**config.mk**
```make
export PLATFORM = sky130hd
export DESIGN_NAME = rr_switch_scheduler_flat
export DESIGN_NICKNAME = d
export VERILOG_FILES = /design/src/rtl/rr_switch_scheduler_pkg.sv /design/src/rtl/rr_switch_scheduler_if.sv /design/src/rtl/rr_switch_scheduler_arb3.sv /design/src/rtl/rr_switch_scheduler.sv /design/src/flat_wrapper.sv
export SDC_FILE = /design/constraint.sdc
export NUM_CORES = 1
export LEC_CHECK = 0
export BUFFER_PORTS_ARGS = -buffer_cell sky130_fd_sc_hd__buf_4
export CORE_MARGIN = 2
export CORE_UTILIZATION = 51
export CTS_CLUSTER_SIZE = 24
export DETAILED_ROUTE_END_ITERATION = 8
export MAX_ROUTING_LAYER = met4
export PLACE_DENSITY_LB_ADDON = 0.12
export SYNTH_ARGS = -nofsm -noshare
export SYNTH_HDL_FRONTEND = slang
export SYNTH_SLANG_ARGS = --single-unit
```
**constraint.sdc**
```tcl
create_clock -name clk -period 4 [get_ports clk]
set_clock_uncertainty 0.15 [all_clocks]
set_input_delay 0.6 -clock clk [delete_from_list [all_inputs] [get_ports clk]]
set_output_delay 0.6 -clock clk [all_outputs]
set_load 0.01 [all_outputs]
```
**src/rtl/rr_switch_scheduler_pkg.sv**
```systemverilog
// switch_sched_pkg: shared types, destination codes and decode helper for the switch scheduler
package switch_sched_pkg;
  typedef enum logic [1:0] {IDLE, FETCH, ARB} state_t;
  typedef logic [1:0] port_t;
  localparam logic [1:0] DEST_P1 = 2'b01;
  localparam logic [1:0] DEST_P2A = 2'b00;
  localparam logic [1:0] DEST_P2B = 2'b10;
  localparam logic [1:0] DEST_P3 = 2'b11;
  function automatic port_t dest_decode(input logic [1:0] code);
    return (code == DEST_P2A || code == DEST_P2B) ? 2'd2 : code == DEST_P1 ? 2'd1 : 2'd3;
  endfunction
endpackage

```
**src/rtl/rr_switch_scheduler_if.sv**
```systemverilog
// rr_switch_scheduler_if: input queue RAM read side, output RAM write side and control of the scheduler
interface rr_switch_scheduler_if #(parameter int DATA_W = 32, parameter int ADDR_W = 12);
  logic enable;
  logic [DATA_W-1:0] input1, input2, input3;
  logic [ADDR_W-1:0] input_ram_wr_add1, input_ram_wr_add2, input_ram_wr_add3;
  logic out_ready1, out_ready2, out_ready3;
  logic [ADDR_W-1:0] input_ram_rd_add1, input_ram_rd_add2, input_ram_rd_add3;
  logic input_ram_rden1, input_ram_rden2, input_ram_rden3;
  logic [DATA_W-1:0] output1, output2, output3;
  logic out_ram_wr1, out_ram_wr2, out_ram_wr3;
  logic busy;
  modport master(
    input enable, input1, input2, input3,
    input input_ram_wr_add1, input_ram_wr_add2, input_ram_wr_add3,
    input out_ready1, out_ready2, out_ready3,
    output input_ram_rd_add1, input_ram_rd_add2, input_ram_rd_add3,
    output input_ram_rden1, input_ram_rden2, input_ram_rden3,
    output output1, output2, output3,
    output out_ram_wr1, out_ram_wr2, out_ram_wr3, busy
  );
  modport slave(
    output enable, input1, input2, input3,
    output input_ram_wr_add1, input_ram_wr_add2, input_ram_wr_add3,
    output out_ready1, out_ready2, out_ready3,
    input input_ram_rd_add1, input_ram_rd_add2, input_ram_rd_add3,
    input input_ram_rden1, input_ram_rden2, input_ram_rden3,
    input output1, output2, output3,
    input out_ram_wr1, out_ram_wr2, out_ram_wr3, busy
  );
endinterface

```
**src/rtl/rr_switch_scheduler_arb3.sv**
```systemverilog
// rr_arb3: combinational 3-way round-robin arbiter, scan starts at the pointed input
module rr_arb3
  import switch_sched_pkg::*;
(
  input  logic [2:0] req,
  input  port_t      ptr,
  output logic [2:0] gnt
);
  logic [1:0] base;
  logic [2:0] r, f;
  // rotate requests so the priority input sits at bit 0, pick the first, rotate back
  always_comb begin
    base = ptr == 2'd3 ? 2'd2 : ptr == 2'd2 ? 2'd1 : 2'd0;
    r = base == 2'd1 ? {req[0], req[2:1]} : base == 2'd2 ? {req[1:0], req[2]} : req;
    f = r[0] ? 3'b001 : r[1] ? 3'b010 : r[2] ? 3'b100 : 3'b000;
    gnt = base == 2'd1 ? {f[1:0], f[2]} : base == 2'd2 ? {f[0], f[2:1]} : f;
  end
endmodule

```
**src/rtl/rr_switch_scheduler.sv**
```systemverilog
// rr_switch_scheduler: 3x3 switch scheduler routing queue heads to output RAMs with per-output round-robin
module rr_switch_scheduler
  import switch_sched_pkg::*;
#(
  parameter int DATA_W = 32,
  parameter int ADDR_W = 12
) (
  input logic clk,
  input logic reset,
  rr_switch_scheduler_if.master bus
);
  state_t state;
  logic [DATA_W-1:0] din [3];
  logic [DATA_W-1:0] dout [3];
  logic [ADDR_W-1:0] wr_add [3];
  logic [ADDR_W-1:0] rd_add [3];
  port_t ptr [3];
  logic [2:0] req [3];
  logic [2:0] gnt [3];
  logic [2:0] gv [3];
  logic [2:0] ready, wr, ne, adv;
  assign din[0] = bus.input1;
  assign din[1] = bus.input2;
  assign din[2] = bus.input3;
  assign wr_add[0] = bus.input_ram_wr_add1;
  assign wr_add[1] = bus.input_ram_wr_add2;
  assign wr_add[2] = bus.input_ram_wr_add3;
  assign ready = {bus.out_ready3, bus.out_ready2, bus.out_ready1};
  // requests from non-empty queues by head destination; grants only count in ARB with the output ready
  always_comb begin
    ne = '0;
    adv = '0;
    for (int i = 0; i < 3; i++) ne[i] = rd_add[i] != wr_add[i];
    for (int o = 0; o < 3; o++) begin
      req[o] = '0;
      for (int i = 0; i < 3; i++) req[o][i] = ne[i] && dest_decode(din[i][1:0]) == port_t'(o + 1);
      gv[o] = gnt[o] & {3{ready[o] && state == ARB}};
    end
    for (int i = 0; i < 3; i++) adv[i] = gv[0][i] | gv[1][i] | gv[2][i];
  end
  for (genvar g = 0; g < 3; g++) begin : g_arb
    rr_arb3 u_arb (.req(req[g]), .ptr(ptr[g]), .gnt(gnt[g]));
  end
  // FSM, read pointers, output registers and priority pointers
  always_ff @(posedge clk) begin
    if (reset) begin
      state <= IDLE;
      wr <= '0;
      for (int k = 0; k < 3; k++) begin
        rd_add[k] <= '0;
        dout[k] <= '0;
        ptr[k] <= 2'd1;
      end
    end else begin
      state <= state == IDLE ? (bus.enable ? FETCH : IDLE) : state == FETCH ? ARB : (bus.enable ? FETCH : IDLE);
      for (int k = 0; k < 3; k++) begin
        wr[k] <= |gv[k];
        rd_add[k] <= rd_add[k] + ADDR_W'(adv[k]);
        if (|gv[k]) begin
          dout[k] <= gv[k][0] ? din[0] : gv[k][1] ? din[1] : din[2];
          ptr[k] <= gv[k][0] ? 2'd2 : gv[k][1] ? 2'd3 : 2'd1;
        end
      end
    end
  end
  assign bus.busy = state != IDLE;
  assign bus.input_ram_rden1 = state != IDLE;
  assign bus.input_ram_rden2 = state != IDLE;
  assign bus.input_ram_rden3 = state != IDLE;
  assign bus.input_ram_rd_add1 = rd_add[0];
  assign bus.input_ram_rd_add2 = rd_add[1];
  assign bus.input_ram_rd_add3 = rd_add[2];
  assign bus.output1 = dout[0];
  assign bus.output2 = dout[1];
  assign bus.output3 = dout[2];
  assign bus.out_ram_wr1 = wr[0];
  assign bus.out_ram_wr2 = wr[1];
  assign bus.out_ram_wr3 = wr[2];
endmodule

```
**src/flat_wrapper.sv**
```systemverilog
// flat-port wrapper written by rule: the top's interface ports become plain ports
module rr_switch_scheduler_flat import switch_sched_pkg::*;
#(
  parameter int DATA_W = 32,
  parameter int ADDR_W = 12
)
  (clk, reset, bus_enable, bus_input1, bus_input2, bus_input3, bus_input_ram_wr_add1, bus_input_ram_wr_add2, bus_input_ram_wr_add3, bus_out_ready1, bus_out_ready2, bus_out_ready3, bus_input_ram_rd_add1, bus_input_ram_rd_add2, bus_input_ram_rd_add3, bus_input_ram_rden1, bus_input_ram_rden2, bus_input_ram_rden3, bus_output1, bus_output2, bus_output3, bus_out_ram_wr1, bus_out_ram_wr2, bus_out_ram_wr3, bus_busy);
  rr_switch_scheduler_if #(.DATA_W(DATA_W), .ADDR_W(ADDR_W)) bus_i ();
  input logic clk;
  input logic reset;
  input wire logic [$bits(bus_i.enable)-1:0] bus_enable;
  input wire logic [$bits(bus_i.input1)-1:0] bus_input1;
  input wire logic [$bits(bus_i.input2)-1:0] bus_input2;
  input wire logic [$bits(bus_i.input3)-1:0] bus_input3;
  input wire logic [$bits(bus_i.input_ram_wr_add1)-1:0] bus_input_ram_wr_add1;
  input wire logic [$bits(bus_i.input_ram_wr_add2)-1:0] bus_input_ram_wr_add2;
  input wire logic [$bits(bus_i.input_ram_wr_add3)-1:0] bus_input_ram_wr_add3;
  input wire logic [$bits(bus_i.out_ready1)-1:0] bus_out_ready1;
  input wire logic [$bits(bus_i.out_ready2)-1:0] bus_out_ready2;
  input wire logic [$bits(bus_i.out_ready3)-1:0] bus_out_ready3;
  output wire logic [$bits(bus_i.input_ram_rd_add1)-1:0] bus_input_ram_rd_add1;
  output wire logic [$bits(bus_i.input_ram_rd_add2)-1:0] bus_input_ram_rd_add2;
  output wire logic [$bits(bus_i.input_ram_rd_add3)-1:0] bus_input_ram_rd_add3;
  output wire logic [$bits(bus_i.input_ram_rden1)-1:0] bus_input_ram_rden1;
  output wire logic [$bits(bus_i.input_ram_rden2)-1:0] bus_input_ram_rden2;
  output wire logic [$bits(bus_i.input_ram_rden3)-1:0] bus_input_ram_rden3;
  output wire logic [$bits(bus_i.output1)-1:0] bus_output1;
  output wire logic [$bits(bus_i.output2)-1:0] bus_output2;
  output wire logic [$bits(bus_i.output3)-1:0] bus_output3;
  output wire logic [$bits(bus_i.out_ram_wr1)-1:0] bus_out_ram_wr1;
  output wire logic [$bits(bus_i.out_ram_wr2)-1:0] bus_out_ram_wr2;
  output wire logic [$bits(bus_i.out_ram_wr3)-1:0] bus_out_ram_wr3;
  output wire logic [$bits(bus_i.busy)-1:0] bus_busy;
  assign bus_i.enable = bus_enable;
  assign bus_i.input1 = bus_input1;
  assign bus_i.input2 = bus_input2;
  assign bus_i.input3 = bus_input3;
  assign bus_i.input_ram_wr_add1 = bus_input_ram_wr_add1;
  assign bus_i.input_ram_wr_add2 = bus_input_ram_wr_add2;
  assign bus_i.input_ram_wr_add3 = bus_input_ram_wr_add3;
  assign bus_i.out_ready1 = bus_out_ready1;
  assign bus_i.out_ready2 = bus_out_ready2;
  assign bus_i.out_ready3 = bus_out_ready3;
  assign bus_input_ram_rd_add1 = bus_i.input_ram_rd_add1;
  assign bus_input_ram_rd_add2 = bus_i.input_ram_rd_add2;
  assign bus_input_ram_rd_add3 = bus_i.input_ram_rd_add3;
  assign bus_input_ram_rden1 = bus_i.input_ram_rden1;
  assign bus_input_ram_rden2 = bus_i.input_ram_rden2;
  assign bus_input_ram_rden3 = bus_i.input_ram_rden3;
  assign bus_output1 = bus_i.output1;
  assign bus_output2 = bus_i.output2;
  assign bus_output3 = bus_i.output3;
  assign bus_out_ram_wr1 = bus_i.out_ram_wr1;
  assign bus_out_ram_wr2 = bus_i.out_ram_wr2;
  assign bus_out_ram_wr3 = bus_i.out_ram_wr3;
  assign bus_busy = bus_i.busy;
  rr_switch_scheduler #(.DATA_W(DATA_W), .ADDR_W(ADDR_W)) u_core (.clk(clk), .reset(reset), .bus(bus_i));
endmodule
```
==> summary.txt <==
Status
  • Status: finished clean

Timing
  • Actual slew at the worst max-slew pin: 0.956 ns
  • Final period utilization: 82.5%
  • Setup_tns: 0 ns
  • Highest Clock Rate: 303 MHz
  • RSZ-0062 raised after global routing: no
  • Hold Vio Cnt, Final: 0
  • # setup viols final: 0
  • Pins Over Slew Limit: 0
  • Min setup slack post-route: 0.698 ns
  • Post-layout minimum cycle time: 3.30 ns
  • Slew margin rel.: 36.2%

Global routing
  • Vias in the first global route: 6828
  • Antenna violations before repair: 0
  • First-pass GRT wire length: 36500 um
  • GR Overflow Total: 0
  • Total track usage: 27.4%
  • Largest net degree at the start of global routing: 66

Layout
  • Synthesis-to-finish area growth: 33.7%
  • Share of cells above drive strength 1: 40.0%
  • Diode count: 0
  • Nets: 1180
  • # fillers: 1271
  • Storage element area: 0.00388 mm^2
  • Area occupied by multi-input gates: 0.00407 mm^2

Pwr
  • Sw frac: 24.0%
  • Comb pwr share: 11.6%
  • Clock share of power: 43.5%
  • P_leak: 4.70 nW
  • Pint: 0.00281 W
  • Overall Power: 0.00369 W
  • VDD IR max: 0.276 mV
  • Part of the power in registers: 44.8%
  • Switch Pwr: 0.000885 W
  • Power Density: 334 mW/mm^2

Clocking
  • CTS clk-pin slew, worst paths: 0.06 ns
  • Setup bufs post-CTS: 0
  • Post-CTS sizing: 0
  • Clock Sinks: 143
  • CTS root buf: clkbuf_16
  • CTS Buffer Depth: 2
  • TritonCTS clock tree: yes
  • H-tree depth: 4
  • Clk_lat worst skew: 0.43 ns
  • Hold-fix buffers, CTS: 0
  • Total CTS buffers: 17

Logic synthesis
  • Area fraction of the dominant cell type after synthesis: 37.0%
  • Syn Nets: 934
  • Sequential fraction of the synthesis area: 46.9%
  • Netlist cell types: 53
  • Syn_area_per_cell: 10.5 um^2
  • Ys Warns: 0
  • Synth Flop Type: edfxtp_1
  • Number of enable flip-flop cells after synthesis: 102
  • Synth area leader: edfxtp_1
  • Post-synthesis async set-or-reset flop share: 0%
  • Synthesized flop and latch total: 143
  • Top cells by area, synth: edfxtp_1 37%, dfxtp_1 9.9%, a311oi_2 9.1%, xor2_1 5.8%, nor2_1 5.5%
  • Synth Instances: 789
  • Mapped cell area: 0.00828 mm^2

Placement
  • Post-Place Setup Slack: 0.352 ns
  • IO Port Bufs: 276
  • HPWL after detailed placement: 15300 um
  • RePlAce Congestion: 0.871

Floorplan
  • Die ar.: 0.0173 mm^2
  • Core ar.: 0.0159 mm^2
  • Rows: 46
  • Die W: 131 um
  • Die height: 131 um
  • I/O Pins: 277
  • Initial Utilization: 52.1%

Worst setup path
  • Crit-path max FO: 5
  • Worst endpoint required time: 4.20 ns
  • Crit Path Class: register to register
  • CP startpoint kind: register
  • WP data arrival: 3.50 ns
  • Nature of the critical path endpoint: register

Routing
  • Initial DRT Pass Iterations: 6
  • Via count: 7186
  • WL per Instance: 18.3 um
  • Total wire length: 23200 um
  • DRC viols: 0
  • Iter 0 DRT Violations: 702
  • Via density: 5.69
  • Remaining antenna violation count: 0

Run
  • Maxcap violations: 0

Hold path
  • Worst Hold Class: primary input to register
-- cell usage after synthesis (7+ instances only) --
master	instances
a21oi_1	9
nand2_1	107
edfxtp_1	102
a211oi_1	10
ha_1	7
o21ai_0	39
nor2_1	122
a311oi_2	50
mux2i_1	30
a211oi_2	23
dfxtp_1	41
and3_1	11
buf_6	12
nand3_1	29
xor2_1	55
a311oi_1	11
nor2b_1	9
buf_2	11
clkbuf_1	30
-- cell type report --
cell class,count,area share [%]
repair buffers,291,20.1
multi-input cells,576,36.8
inverters,6,0.203
well taps,216,2.44
clock buffers,21,4.55
flip-flops and latches,143,35.1
clock inverters,11,0.881
-- kinds of logic after synthesis --
kind of cell	Yosys count	synth area share [%]
adder cells (fa/ha/maj)	7	1.06
XOR/XNOR	61	6.54
AO/OA/AOI/OAI	162	19.9
flip-flops	143	46.9
AND/OR/NAND/NOR	316	17.2
buffers and inverters	70	4.79
multiplexers	30	3.63
-- critical path: stages (launching register included) --
cell and delay, ns:
dfxtp_1 0.35, xor2_1 0.16, nor4_1 0.46, nand3_1 0.22
nand3_1 0.30, o21ai_0 0.14, a211oi_1 0.26, a311o_1 0.17
ha_1 0.22, ha_1 0.16, nand3_1 0.15, or3_1 0.34
a21oi_1 0.14
-- metrics by stage --
step	utilization, %	cells	cell area, um^2	hold slack [ns]
after global routing	69.7	1264	11100	0.302
after detailed placement	65.9	1232	10500	0.382
after global placement	65.9	1232	10500	0.374
final	69.7	1264	11100	0.297
after floorplan	-	789	8280	0.363
after CTS	69.7	1264	11100	0.289
-- worst paths after layout --
| check | startpoint | cells past startpoint | slack (ns) | to |
|---|---|---|---|---|
| setup / recovery | u_core.rd_add[0][13] | 12 | 0.70 | u_core.rd_add[0][30] |
| hold / removal | bus_enable | 2 | 0.30 | u_core.state[0] |
| setup reg to reg | u_core.rd_add[0][13] | 12 | 0.70 | u_core.rd_add[0][30] |
| hold reg to reg | u_core.rd_add[0][31] | 2 | 0.39 | u_core.rd_add[0][31] |
-- per-layer routing --
metal  part of all wire (%)  track usage, %  up-vias
li1                       -               -     3369
met1                     41            34.4     3446
met2                     49            44.4      319
met3                    6.3            5.05       52
met4                    2.9            9.96        0
met5                      0               -        -
-- flip-flops by register name, indices dropped and copies added, names as in the netlist --
signal and flops:
u_core.ptr 6, u_core.rd_add 36, u_core.dout 96, u_core.wr 3
u_core.state 2
-- cell usage in the layout (no fill, tap or decap), types with 2 or more instances in the layout --
master / count
clkinv_4: 2
and2_1: 5
inv_1: 6
clkinv_2: 4
or2_1: 4
nor4_2: 6
inv_4: 2
edfxtp_1: 102
mux2i_1: 30
o221ai_4: 2
clkbuf_16: 20
nor2b_1: 9
ha_1: 7
buf_12: 3
xnor2_1: 5
nor3_1: 2
inv_6: 2
or2_2: 4
a311oi_1: 11
o21ai_0: 39
nand2_1: 107
a311oi_2: 50
xor2_1: 55
nand3_1: 29
a31oi_1: 6
a211oi_2: 22
and3_1: 11
dfxtp_1: 41
nor2_1: 122
buf_4: 288
nand2b_2: 2
a21oi_1: 8
nand2b_1: 4
a211oi_1: 10
nor4_1: 2
or3_1: 4
-- power groups by stage --
stage	combinational (W)	sequential (W)	clock (W)
after global routing	0.000459	0.00166	0.00167
after floorplan	0.000147	0.00171	0
final	0.000429	0.00166	0.00161
after global placement	0.000424	0.00169	0
after detailed placement	0.000428	0.00169	0
after CTS	0.000430	0.00166	0.00162
No activity file was read; power rests on OpenSTA's default activity.
